`src/rtl/io_uart.sv`:
```
`default_nettype none
// ============================================================================
//  Module      : io_uart
//  Description : Memory-mapped UART on the core IO port. TX FIFO feeding a
//                serializer, 2-flop synchronised RX deserializer with a
//                one-byte holding register, programmable baud divisor.
//                Read data is combinational on address and current state.
//                Optional build macro UART_LOOPBACK_EN routes the internal
//                uart_tx into the RX synchroniser instead of uart_rx.
//  Revision    : 1.0 - initial release
// ============================================================================
module io_uart #(
   parameter int TX_DEPTH    = 8,
   parameter int DEFAULT_DIV = 868
) (
   input  logic        clk,
   input  logic        reset,
   input  logic [31:0] IO_mem_addr,
   input  logic [31:0] IO_mem_wdata,
   input  logic        IO_mem_wr,
   output logic [31:0] IO_mem_rdata,
   input  logic        uart_rx,
   output logic        uart_tx
);

   localparam int             c_aw    = (TX_DEPTH > 1) ? $clog2(TX_DEPTH) : 1;
   localparam logic [c_aw:0]  c_depth = (c_aw+1)'(TX_DEPTH);

   typedef enum logic [1:0] {TX_IDLE, TX_START, TX_DATA, TX_STOP} tx_state_t;
   typedef enum logic [1:0] {RX_IDLE, RX_START, RX_DATA, RX_STOP} rx_state_t;

   // ---------------------------------------------------------------- decode
   logic [1:0]  w_sel;
   logic        w_wr_tx, w_wr_rx, w_wr_st, w_wr_div;
   logic        w_unused;

   assign w_sel    = IO_mem_addr[3:2];
   assign w_wr_tx  = IO_mem_wr && (w_sel == 2'd0);
   assign w_wr_rx  = IO_mem_wr && (w_sel == 2'd1);
   assign w_wr_st  = IO_mem_wr && (w_sel == 2'd2);
   assign w_wr_div = IO_mem_wr && (w_sel == 2'd3);
   // upper address bits are qualified by the core; upper data bits are don't-care
   assign w_unused = ^{IO_mem_addr[31:4], IO_mem_addr[1:0], IO_mem_wdata[31:16]};

   // ---------------------------------------------------------------- divisor
   logic [15:0] r_div;
   logic [15:0] w_div_eff;
   logic [15:0] w_half;

   assign w_div_eff = (r_div < 16'd2) ? 16'd2 : r_div;
   assign w_half    = {1'b0, w_div_eff[15:1]};

   // Baud divisor register; new value is picked up at the next counter reload
   always_ff @(posedge clk or posedge reset) begin
      if (reset)         r_div <= 16'(DEFAULT_DIV);
      else if (w_wr_div) r_div <= IO_mem_wdata[15:0];
   end

   // ---------------------------------------------------------------- TX FIFO
   logic [7:0]      r_mem [TX_DEPTH];
   logic [c_aw-1:0] r_wptr, r_rptr;
   logic [c_aw:0]   r_count;
   logic            w_empty, w_full, w_push, w_pop;
   logic            r_tx_ovf;

   assign w_empty = (r_count == '0);
   assign w_full  = (r_count == c_depth);
   // a full FIFO still accepts a byte when the serializer pops in the same cycle
   assign w_push  = w_wr_tx && (!w_full || w_pop);

   // FIFO storage write port
   always_ff @(posedge clk) begin
      if (w_push) r_mem[r_wptr] <= IO_mem_wdata[7:0];
   end

   // FIFO pointers, occupancy and sticky overflow flag
   always_ff @(posedge clk or posedge reset) begin
      if (reset) begin
         r_wptr   <= '0;
         r_rptr   <= '0;
         r_count  <= '0;
         r_tx_ovf <= 1'b0;
      end else begin
         if (w_push) r_wptr <= r_wptr + 1'b1;
         if (w_pop)  r_rptr <= r_rptr + 1'b1;
         case ({w_push, w_pop})
            2'b10:   r_count <= r_count + 1'b1;
            2'b01:   r_count <= r_count - 1'b1;
            default: r_count <= r_count;
         endcase
         if (w_wr_tx && !w_push)              r_tx_ovf <= 1'b1;
         else if (w_wr_st && IO_mem_wdata[3]) r_tx_ovf <= 1'b0;
      end
   end

   // ---------------------------------------------------------------- TX FSM
   tx_state_t   r_tx_state, w_tx_state_n;
   logic [15:0] r_tx_cnt, w_tx_cnt_n;
   logic [2:0]  r_tx_idx, w_tx_idx_n;
   logic [7:0]  r_tx_sh, w_tx_sh_n;
   logic        r_tx, w_tx_n;

   // TX state, bit timer, shifter and registered line output
   always_ff @(posedge clk or posedge reset) begin
      if (reset) begin
         r_tx_state <= TX_IDLE;
         r_tx_cnt   <= '0;
         r_tx_idx   <= '0;
         r_tx_sh    <= '0;
         r_tx       <= 1'b1;
      end else begin
         r_tx_state <= w_tx_state_n;
         r_tx_cnt   <= w_tx_cnt_n;
         r_tx_idx   <= w_tx_idx_n;
         r_tx_sh    <= w_tx_sh_n;
         r_tx       <= w_tx_n;
      end
   end

   // TX next state: line level for the next cycle is decided alongside the state
   always_comb begin
      w_tx_state_n = r_tx_state;
      w_tx_cnt_n   = r_tx_cnt;
      w_tx_idx_n   = r_tx_idx;
      w_tx_sh_n    = r_tx_sh;
      w_tx_n       = r_tx;
      w_pop        = 1'b0;
      case (r_tx_state)
         TX_IDLE: begin
            w_tx_n = 1'b1;
            if (!w_empty) begin
               w_pop        = 1'b1;
               w_tx_sh_n    = r_mem[r_rptr];
               w_tx_cnt_n   = w_div_eff - 16'd1;
               w_tx_state_n = TX_START;
               w_tx_n       = 1'b0;
            end
         end
         TX_START: begin
            if (r_tx_cnt == '0) begin
               w_tx_state_n = TX_DATA;
               w_tx_cnt_n   = w_div_eff - 16'd1;
               w_tx_idx_n   = 3'd0;
               w_tx_n       = r_tx_sh[0];
            end else begin
               w_tx_cnt_n = r_tx_cnt - 16'd1;
            end
         end
         TX_DATA: begin
            if (r_tx_cnt == '0) begin
               w_tx_cnt_n = w_div_eff - 16'd1;
               w_tx_sh_n  = {1'b0, r_tx_sh[7:1]};
               if (r_tx_idx == 3'd7) begin
                  w_tx_state_n = TX_STOP;
                  w_tx_n       = 1'b1;
               end else begin
                  w_tx_idx_n = r_tx_idx + 3'd1;
                  w_tx_n     = r_tx_sh[1];
               end
            end else begin
               w_tx_cnt_n = r_tx_cnt - 16'd1;
            end
         end
         TX_STOP: begin
            w_tx_n = 1'b1;
            if (r_tx_cnt == '0) w_tx_state_n = TX_IDLE;
            else                w_tx_cnt_n   = r_tx_cnt - 16'd1;
         end
         default: w_tx_state_n = TX_IDLE;
      endcase
   end

   assign uart_tx = r_tx;

   // ---------------------------------------------------------------- RX path
   logic w_rx_src;
`ifdef UART_LOOPBACK_EN
   assign w_rx_src = r_tx;
`else
   assign w_rx_src = uart_rx;
`endif

   logic r_rx_s1, r_rx_s2;

   // Two-flop synchroniser; idles high so reset does not look like a start bit
   always_ff @(posedge clk or posedge reset) begin
      if (reset) begin
         r_rx_s1 <= 1'b1;
         r_rx_s2 <= 1'b1;
      end else begin
         r_rx_s1 <= w_rx_src;
         r_rx_s2 <= r_rx_s1;
      end
   end

   rx_state_t   r_rx_state, w_rx_state_n;
   logic [15:0] r_rx_cnt, w_rx_cnt_n;
   logic [2:0]  r_rx_idx, w_rx_idx_n;
   logic [7:0]  r_rx_sh, w_rx_sh_n;
   logic        w_deliver;

   // RX state, sample timer and shifter
   always_ff @(posedge clk or posedge reset) begin
      if (reset) begin
         r_rx_state <= RX_IDLE;
         r_rx_cnt   <= '0;
         r_rx_idx   <= '0;
         r_rx_sh    <= '0;
      end else begin
         r_rx_state <= w_rx_state_n;
         r_rx_cnt   <= w_rx_cnt_n;
         r_rx_idx   <= w_rx_idx_n;
         r_rx_sh    <= w_rx_sh_n;
      end
   end

   // RX next state: start bit rechecked at half period, data/stop at bit centres
   always_comb begin
      w_rx_state_n = r_rx_state;
      w_rx_cnt_n   = r_rx_cnt;
      w_rx_idx_n   = r_rx_idx;
      w_rx_sh_n    = r_rx_sh;
      w_deliver    = 1'b0;
      case (r_rx_state)
         RX_IDLE: begin
            if (!r_rx_s2) begin
               w_rx_state_n = RX_START;
               w_rx_cnt_n   = w_half - 16'd1;
            end
         end
         RX_START: begin
            if (r_rx_cnt == '0) begin
               if (!r_rx_s2) begin
                  w_rx_state_n = RX_DATA;
                  w_rx_cnt_n   = w_div_eff - 16'd1;
                  w_rx_idx_n   = 3'd0;
               end else begin
                  w_rx_state_n = RX_IDLE;
               end
            end else begin
               w_rx_cnt_n = r_rx_cnt - 16'd1;
            end
         end
         RX_DATA: begin
            if (r_rx_cnt == '0) begin
               w_rx_sh_n  = {r_rx_s2, r_rx_sh[7:1]};
               w_rx_cnt_n = w_div_eff - 16'd1;
               if (r_rx_idx == 3'd7) w_rx_state_n = RX_STOP;
               else                  w_rx_idx_n   = r_rx_idx + 3'd1;
            end else begin
               w_rx_cnt_n = r_rx_cnt - 16'd1;
            end
         end
         RX_STOP: begin
            if (r_rx_cnt == '0) begin
               w_deliver    = r_rx_s2;
               w_rx_state_n = RX_IDLE;
            end else begin
               w_rx_cnt_n = r_rx_cnt - 16'd1;
            end
         end
         default: w_rx_state_n = RX_IDLE;
      endcase
   end

   logic [7:0] r_rx_byte;
   logic       r_rx_valid, r_rx_ovr;

   // Holding register; a delivery coinciding with a CPU clear is stored, not an overrun
   always_ff @(posedge clk or posedge reset) begin
      if (reset) begin
         r_rx_byte  <= '0;
         r_rx_valid <= 1'b0;
         r_rx_ovr   <= 1'b0;
      end else begin
         if (w_deliver && (!r_rx_valid || w_wr_rx)) begin
            r_rx_byte  <= r_rx_sh;
            r_rx_valid <= 1'b1;
         end else if (w_deliver) begin
            r_rx_ovr <= 1'b1;
         end else if (w_wr_rx) begin
            r_rx_valid <= 1'b0;
         end
         if (w_wr_st && IO_mem_wdata[4] && !(w_deliver && r_rx_valid && !w_wr_rx))
            r_rx_ovr <= 1'b0;
      end
   end

   // ---------------------------------------------------------------- read mux
   logic w_tx_busy;
   assign w_tx_busy = !w_empty || (r_tx_state != TX_IDLE);

   // Combinational read so load data is available in the memory stage cycle
   always_comb begin
      IO_mem_rdata = '0;
      case (w_sel)
         2'd1:    IO_mem_rdata = {23'b0, r_rx_valid, r_rx_byte};
         2'd2:    IO_mem_rdata = {27'b0, r_rx_ovr, r_tx_ovf, r_rx_valid, w_full, w_tx_busy};
         2'd3:    IO_mem_rdata = {16'b0, r_div};
         default: IO_mem_rdata = '0;
      endcase
   end

endmodule
`default_nettype wire

```
`config.mk`:
```
export PLATFORM = sky130hd
export DESIGN_NAME = io_uart
export DESIGN_NICKNAME = d
export VERILOG_FILES = /design/src/rtl/io_uart.sv
export SDC_FILE = /design/constraint.sdc
export NUM_CORES = 1
export LEC_CHECK = 0
export ABC_AREA = 0
export BUFFER_PORTS_ARGS = -buffer_cell sky130_fd_sc_hd__buf_4
export CORE_ASPECT_RATIO = 1.4
export CORE_MARGIN = 2
export CORE_UTILIZATION = 59
export DETAILED_ROUTE_END_ITERATION = 6
export PLACE_DENSITY = 0.8
export SLEW_MARGIN = 30
export SYNTH_ARGS = -nofsm -noshare
export SYNTH_HDL_FRONTEND = slang
export SYNTH_SLANG_ARGS = --single-unit
```
`constraint.sdc`:
```
create_clock -name clk -period 3.9 [get_ports clk]
set_input_delay 0.39 -clock clk [delete_from_list [all_inputs] [get_ports clk]]
set_output_delay 0.39 -clock clk [all_outputs]
set_load 0.1 [all_outputs]
```
# [Word level (Yosys, flattened, before mapping)]
# Memories as Yosys holds them, arrays and structs flattened.
# Cells that the tools add are included.
[word_totals] register_bits=98 mem_bits_rw=64 input_bits=68 out_inout_bits=33 memories=1
[memory_table] memory="r_mem" depth=8 width=8 rd=1 rd_clocked_by_memory_dff=0 write_ports=1 line="60" text="logic [7:0] r_mem [TX_DEPTH];"
[classes] addsub=10 magnitude_cmp=1 n_eq_ne=32 n_mux=57 n_reduce_logical=47
[op_table] cell="16-bit 2-to-1 mux" count=9
[op_table] cell="16-bit one-hot mux with 3 select lines" count=2
[op_table] cell="16-bit one-hot mux with 4 select lines" count=1
[op_table] cell="16-bit by 1-bit subtractor with 16-bit output, second input constant" count=3
[op_table] cell="16-bit logical NOT" count=2
[op_table] cell="2-bit != test, second input constant" count=15
[op_table] cell="2-bit 2-to-1 mux" count=11
[op_table] cell="3-bit 2-to-1 mux" count=7
[op_table] cell="1-bit 2-to-1 mux" count=18
[op_table] cell="16-bit by 2-bit less-than comparator with 1-bit output, second input constant" count=1
[op_table] cell="8-bit 2-to-1 mux" count=2
[op_table] cell="2-bit one-hot mux with 4 select lines" count=2
[op_table] cell="8-bit one-hot mux with 2 select lines" count=1
[op_table] cell="2-bit nonzero test" count=8
[op_table] cell="15-bit by 1-bit subtractor with 16-bit output, second input constant" count=1
[op_table] cell="5-bit AND reduction" count=3
[op_table] cell="2-bit equality test, second input constant" count=7
[op_table] cell="3-bit by 1-bit adder with 3-bit output, second input constant" count=4
[op_table] cell="1-bit logical AND" count=12
[op_table] cell="3-bit one-hot mux with 2 select lines" count=2
[op_table] cell="2-bit AND reduction" count=5
[op_table] cell="2-bit by 1-bit equality test with 1-bit output, second input constant" count=4
[op_table] cell="4-bit one-hot mux with 2 select lines" count=1
[op_table] cell="3-bit equality test, second input constant" count=2
[op_table] cell="other kinds (13)" count=24

# [Logic depth before layout (Yosys ltp)]
[logic_depth] word_depth=9 mapped_depth=12 ltp_nobuf=12

# [Worst setup path after synthesis]
# No wires, ideal clock.
[synth_timing] kind="flip-flop to flip-flop" start="register r_div[7]" end="register r_rx_cnt[8]" setup_time_ns=0.121 arrival_ns=3.126 required_time_ns=3.779 slack_ns=0.653 stages_incl_launch_ff=12 period_less_slack_ns=3.247 path_cell_list="dfrtp_1 > clkbuf_1 > nor4_1 > nand3_1 > o21ai_0 > ha_1 > nor3b_1 > nand2_1 > nor3_1 > xor2_1 > a221o_1 > a22o_1"
[synth_between] elab_chain_cells=6
[synth_rtl] item="start, declared" line="46" text="logic [15:0] r_div;"
[synth_rtl] item="start signal, assigned" line="55" text="if (reset) r_div <= 16'(DEFAULT_DIV);"
[synth_rtl] item="start signal, assigned" line="56" text="else if (w_wr_div) r_div <= IO_mem_wdata[15:0];"
[synth_rtl] item="16-bit by 2-bit less-than comparator with 1-bit output" line="50" text="assign w_div_eff = (r_div < 16'd2) ? 16'd2 : r_div;"
[synth_rtl] item="16-bit 2-to-1 mux (*)" line="50"
[synth_rtl] item="16-bit by 1-bit subtractor with 16-bit output" line="235, 247"
[synth_rtl] item="16-bit 2-to-1 mux" line="233" text="if (!r_rx_s2) begin"
[synth_rtl] item="16-bit 2-to-1 mux" line="232" text="if (r_rx_cnt == '0) begin"
[synth_rtl] item="16-bit one-hot mux with 4 select lines (*)" line="224" text="case (r_rx_state)"
[synth_rtl] item="end signal, assigned" line="211" text="r_rx_cnt <= w_rx_cnt_n;"
[synth_rtl] item="end, declared" line="197" text="logic [15:0] r_rx_cnt, w_rx_cnt_n;"
# Every way passes the cells marked *; elsewhere a longest branch is shown, timed or not. The select of a mux whose other input is x is not followed.
# A chain may end at the register's enable or synchronous reset.

# [Worst setup path after layout]
[layout_timing] start="register r_div[6]" end="register r_rx_cnt[15]"
# The elaborated chain is that of the path after synthesis.

==> summary.txt <==
Routing
  • Detailed Route WL: between 20 and 25 mm
  • Number of remaining DRC errors: 0
  • Via Count: approximately 6700
  • DRT iter0 DRCs: 468
  • Routed WL per cell: around 21 µm
  • Vias/cell: about 6.4
  • Initial DRT Pass Iterations: 7
  • Detail Route Antenna Nets: 0

Finish
  • Post-layout nets: 928
  • Footprint of the multi-input gates: 4110 µm²
  • Commonest non-fill, non-tap cell in the layout: dfrtp_1
  • Ratio of cells with drive above 1 in the final layout: roughly a fifth
  • Area growth from synthesis to final layout: 12.3%
  • # diodes: 0
  • Final instance area: around 10000 µm²
  • Fill count: between 1000 and 1500
  • Storage cell area: about 4400 µm²
  • Util after Layout: 68.0%
  • Most frequent cells in the layout: dfrtp_1 (90), nand2_1 (77), edfxtp_1 (64), buf_4 (63), o21ai_0 (50)

Placement
  • GPL Wtd Cong: 0.995
  • Setup slack at placement: approximately 0.57 ns
  • Dpl hpwl: ~16 mm
  • IO buf count: 38
  • Cell Area, Placed: 9300 µm²

Logic synthesis
  • Synth area leader: dfrtp_1
  • Synthesized area per cell: 11.2 µm²
  • Sequential cell area fraction in the yosys report: 49.6%
  • Ys async rst share: ~60%
  • Cell area after synthesis: between 8000 and 9000 µm²
  • Synthesized flop and latch total: 162
  • Share of the synthesized area in the top cell type: 25.5%
  • Synth warnings: 0
  • Most used DFF post-synth: dfrtp_1
  • Number of flops mapped to enable cells by yosys: 64
  • Synthesized instance count: a little under 800
  • Yosys cell types: 75
  • Top post-synthesis cells by area: dfrtp_1 (25%), edfxtp_1 (22%), mux2_2 (6.1%), mux4_2 (4.1%), ha_1 (3.4%)

STA
  • Final Hold Fails: 0
  • RSZ-0062 raised after global routing: false
  • Slew margin rel.: 37.1%
  • Final worst-path cycle share: about 88%
  • Worst slew pin tran: 0.940 ns
  • Max Slew Vio Count: 0
  • Setup-failing EPs final: 0
  • Fmax: roughly 290 MHz
  • Fin crit period: around 3.4 ns
  • Worst setup margin: around 0.45 ns
  • Worst Clk Skew: approximately 0.0094 ns
  • Total Negative Setup Slacks: 0 ns

Critical path
  • Crit path capture type: flop
  • Max incr delay on CP: 0.70 ns
  • Setup crit start kind: flop
  • Crit-path cells: nor4_1, buf_4, nand3_1, nor2_1, nor2_1, ha_1, nor4b_1, buf_4, nand4_1, o21ai_0, o31a_1, o22ai_1, a22o_1
  • Slowest-stage cell, CP: dfstp_2
  • Kind of critical path: reg2reg
  • CP required: between 4 and 5 ns
  • Critical path fanouts, max: 12
  • CP arrival: 3.76 ns

GRT
  • Largest net degree at the start of global routing: 55
  • Total gr overflow: 0
  • Antenna violations before repair: 0
  • GR Util All Layers: 28.6%
  • Vias in the first global route: around 6600
  • First-pass GRT wire length: approximately 35 mm

Clock tree
  • Root Driver: clkbuf_16
  • # hold bufs at CTS: 0
  • CTS tree: yes
  • TritonCTS Sinks: 162
  • Clk pin slew, worst setup/hold paths: 0.06 ns
  • Maximum clock path buffer count: 2
  • Number of setup buffers added after CTS: 0
  • H-Tree Depth: 4
  • Cts bufs inserted: 17
  • Clock Latency Late Sink: 0.43 ns
  • Post-CTS sizing: 0

Floorplan
  • Die span in y: between 100 and 150 µm
  • DIE AREA: ~16000 µm²
  • Initial Util: between 60 and 70%
  • DIE WIDTH: 107 µm
  • Rows: 52
  • Core area: roughly 15000 µm²
  • I/O pins: between 100 and 150

Power and ir drop
  • Internal Power: between 4 and 5 mW
  • Flop pwr share: 34.3%
  • Post-layout total power: approximately 7.4 mW
  • Comb pwr share: a little over two fifths
  • Sw Share: 40.4%
  • Total net switching power: roughly 3 mW
  • Max VDD drop: around 0.46 mV
  • P_leak: 4.09 nW
  • Clock power share: between 20% and 30%
  • Pwr dens: approximately 750 nW/µm²

Flow run
  • Max-cap violations: 0

Status
  • Outcome: finished, final reports clean

Hold path
  • Worst min path class: in2async
## worst paths after layout
kind	depth (start not counted)	slack [ns]	endpoint	start
setup reg to reg	13	0.45	r_rx_cnt[15]	r_div[6]
hold reg to reg	0	0.36	r_rx_s2	r_rx_s1
setup / recovery	13	0.45	r_rx_cnt[15]	r_div[6]
max in group asynchronous	3	2.98	r_rx_s1	reset
hold / removal	2	0.06	r_tx_cnt[1]	reset
min in group clk	1	0.06	r_rx_s1	uart_rx
## power groups by stage
stage	Clock [mW]	Combinational, mW	Sequential (mW)
global placement	0	2.97	2.53
finish	1.72	3.17	2.55
detailed placement	0	3.09	2.56
global route	1.79	3.45	2.59
CTS	1.74	3.13	2.54
floorplan	0	2.48	2.44
## synth_stat cells, types with 9 or more instances
cell and count:
dfrtp_1 90, nand2_1 77, edfxtp_1 64, o21ai_0 50, mux2_2 48, nor2_1 36
a21oi_1 26, inv_1 26, clkbuf_1 25, ha_1 24, nand3_1 21, nor3_1 21
a22o_1 19, buf_4 17, mux2i_1 17, mux4_2 16, xnor2_1 16, and3_1 15
xor2_1 13, nor4_1 11, nand4_1 9, o22ai_1 9
## through the flow
| step | instances | hold slack [ns] |
|---|---|---|
| floorplan | 807 | 0.345 |
| global placement | 1005 | 0.346 |
| detailed placement | 1005 | 0.354 |
| CTS | 1037 | 0.0533 |
| global route | 1037 | 0.0619 |
| finish | 1037 | 0.0580 |
## per-layer routing
layer / part of all wire [%] / routed length [µm] / global-route usage (%) / vias up
li1: - / - / - / 3036
met1: 37 / 8240 / 33.9 / 3293
met2: 52 / 11500 / 49.1 / 259
met3: 4.7 / 1040 / 3.67 / 72
met4: 5.8 / 1280 / 17.8 / 0
met5: 0 / 0 / 0 / -
## worst max-delay path, delay by kind of cell (launching register included)
family / cells / cell delay [ns]
buf+inv: 2 / 0.35
simple gates: 6 / 1.16
flops: 1 / 0.70
fa+ha+maj: 1 / 0.30
compound gates: 4 / 0.82
## cells by family (layout without fill, tap and decap cells)
group,count (synthesis),in the layout,synth area share (%)
flops,162,162,49.6
buf+inv,80,121,4.56
xor+xnor,29,29,2.88
simple gates,236,236,13.4
fa+ha+maj,25,25,3.63
other cells,1,16,0.0425
compound gates,178,178,13.7
mux,81,81,12.1
## state kept, by name, summed over array words and instances, names as in the netlist, 4 cells and up, named ones only
register and flops:
r_count 4, r_rx_cnt 16, r_rx_byte 8, r_div 16
r_rx_sh 8, r_tx_cnt 16, r_tx_sh 8, r_mem 64
## final cells by class
| cell class | instances | area share [%] |
|---|---|---|
| sequential | 162 | 44.2 |
| clock inverter | 8 | 0.896 |
| tap | 189 | 2.38 |
| inverter | 26 | 1.01 |
| multi-input combinational | 565 | 41.4 |
| timing repair buffer | 63 | 4.77 |
| clock buffer | 24 | 5.30 |
Note: power is estimated with default switching activity, not from simulation.
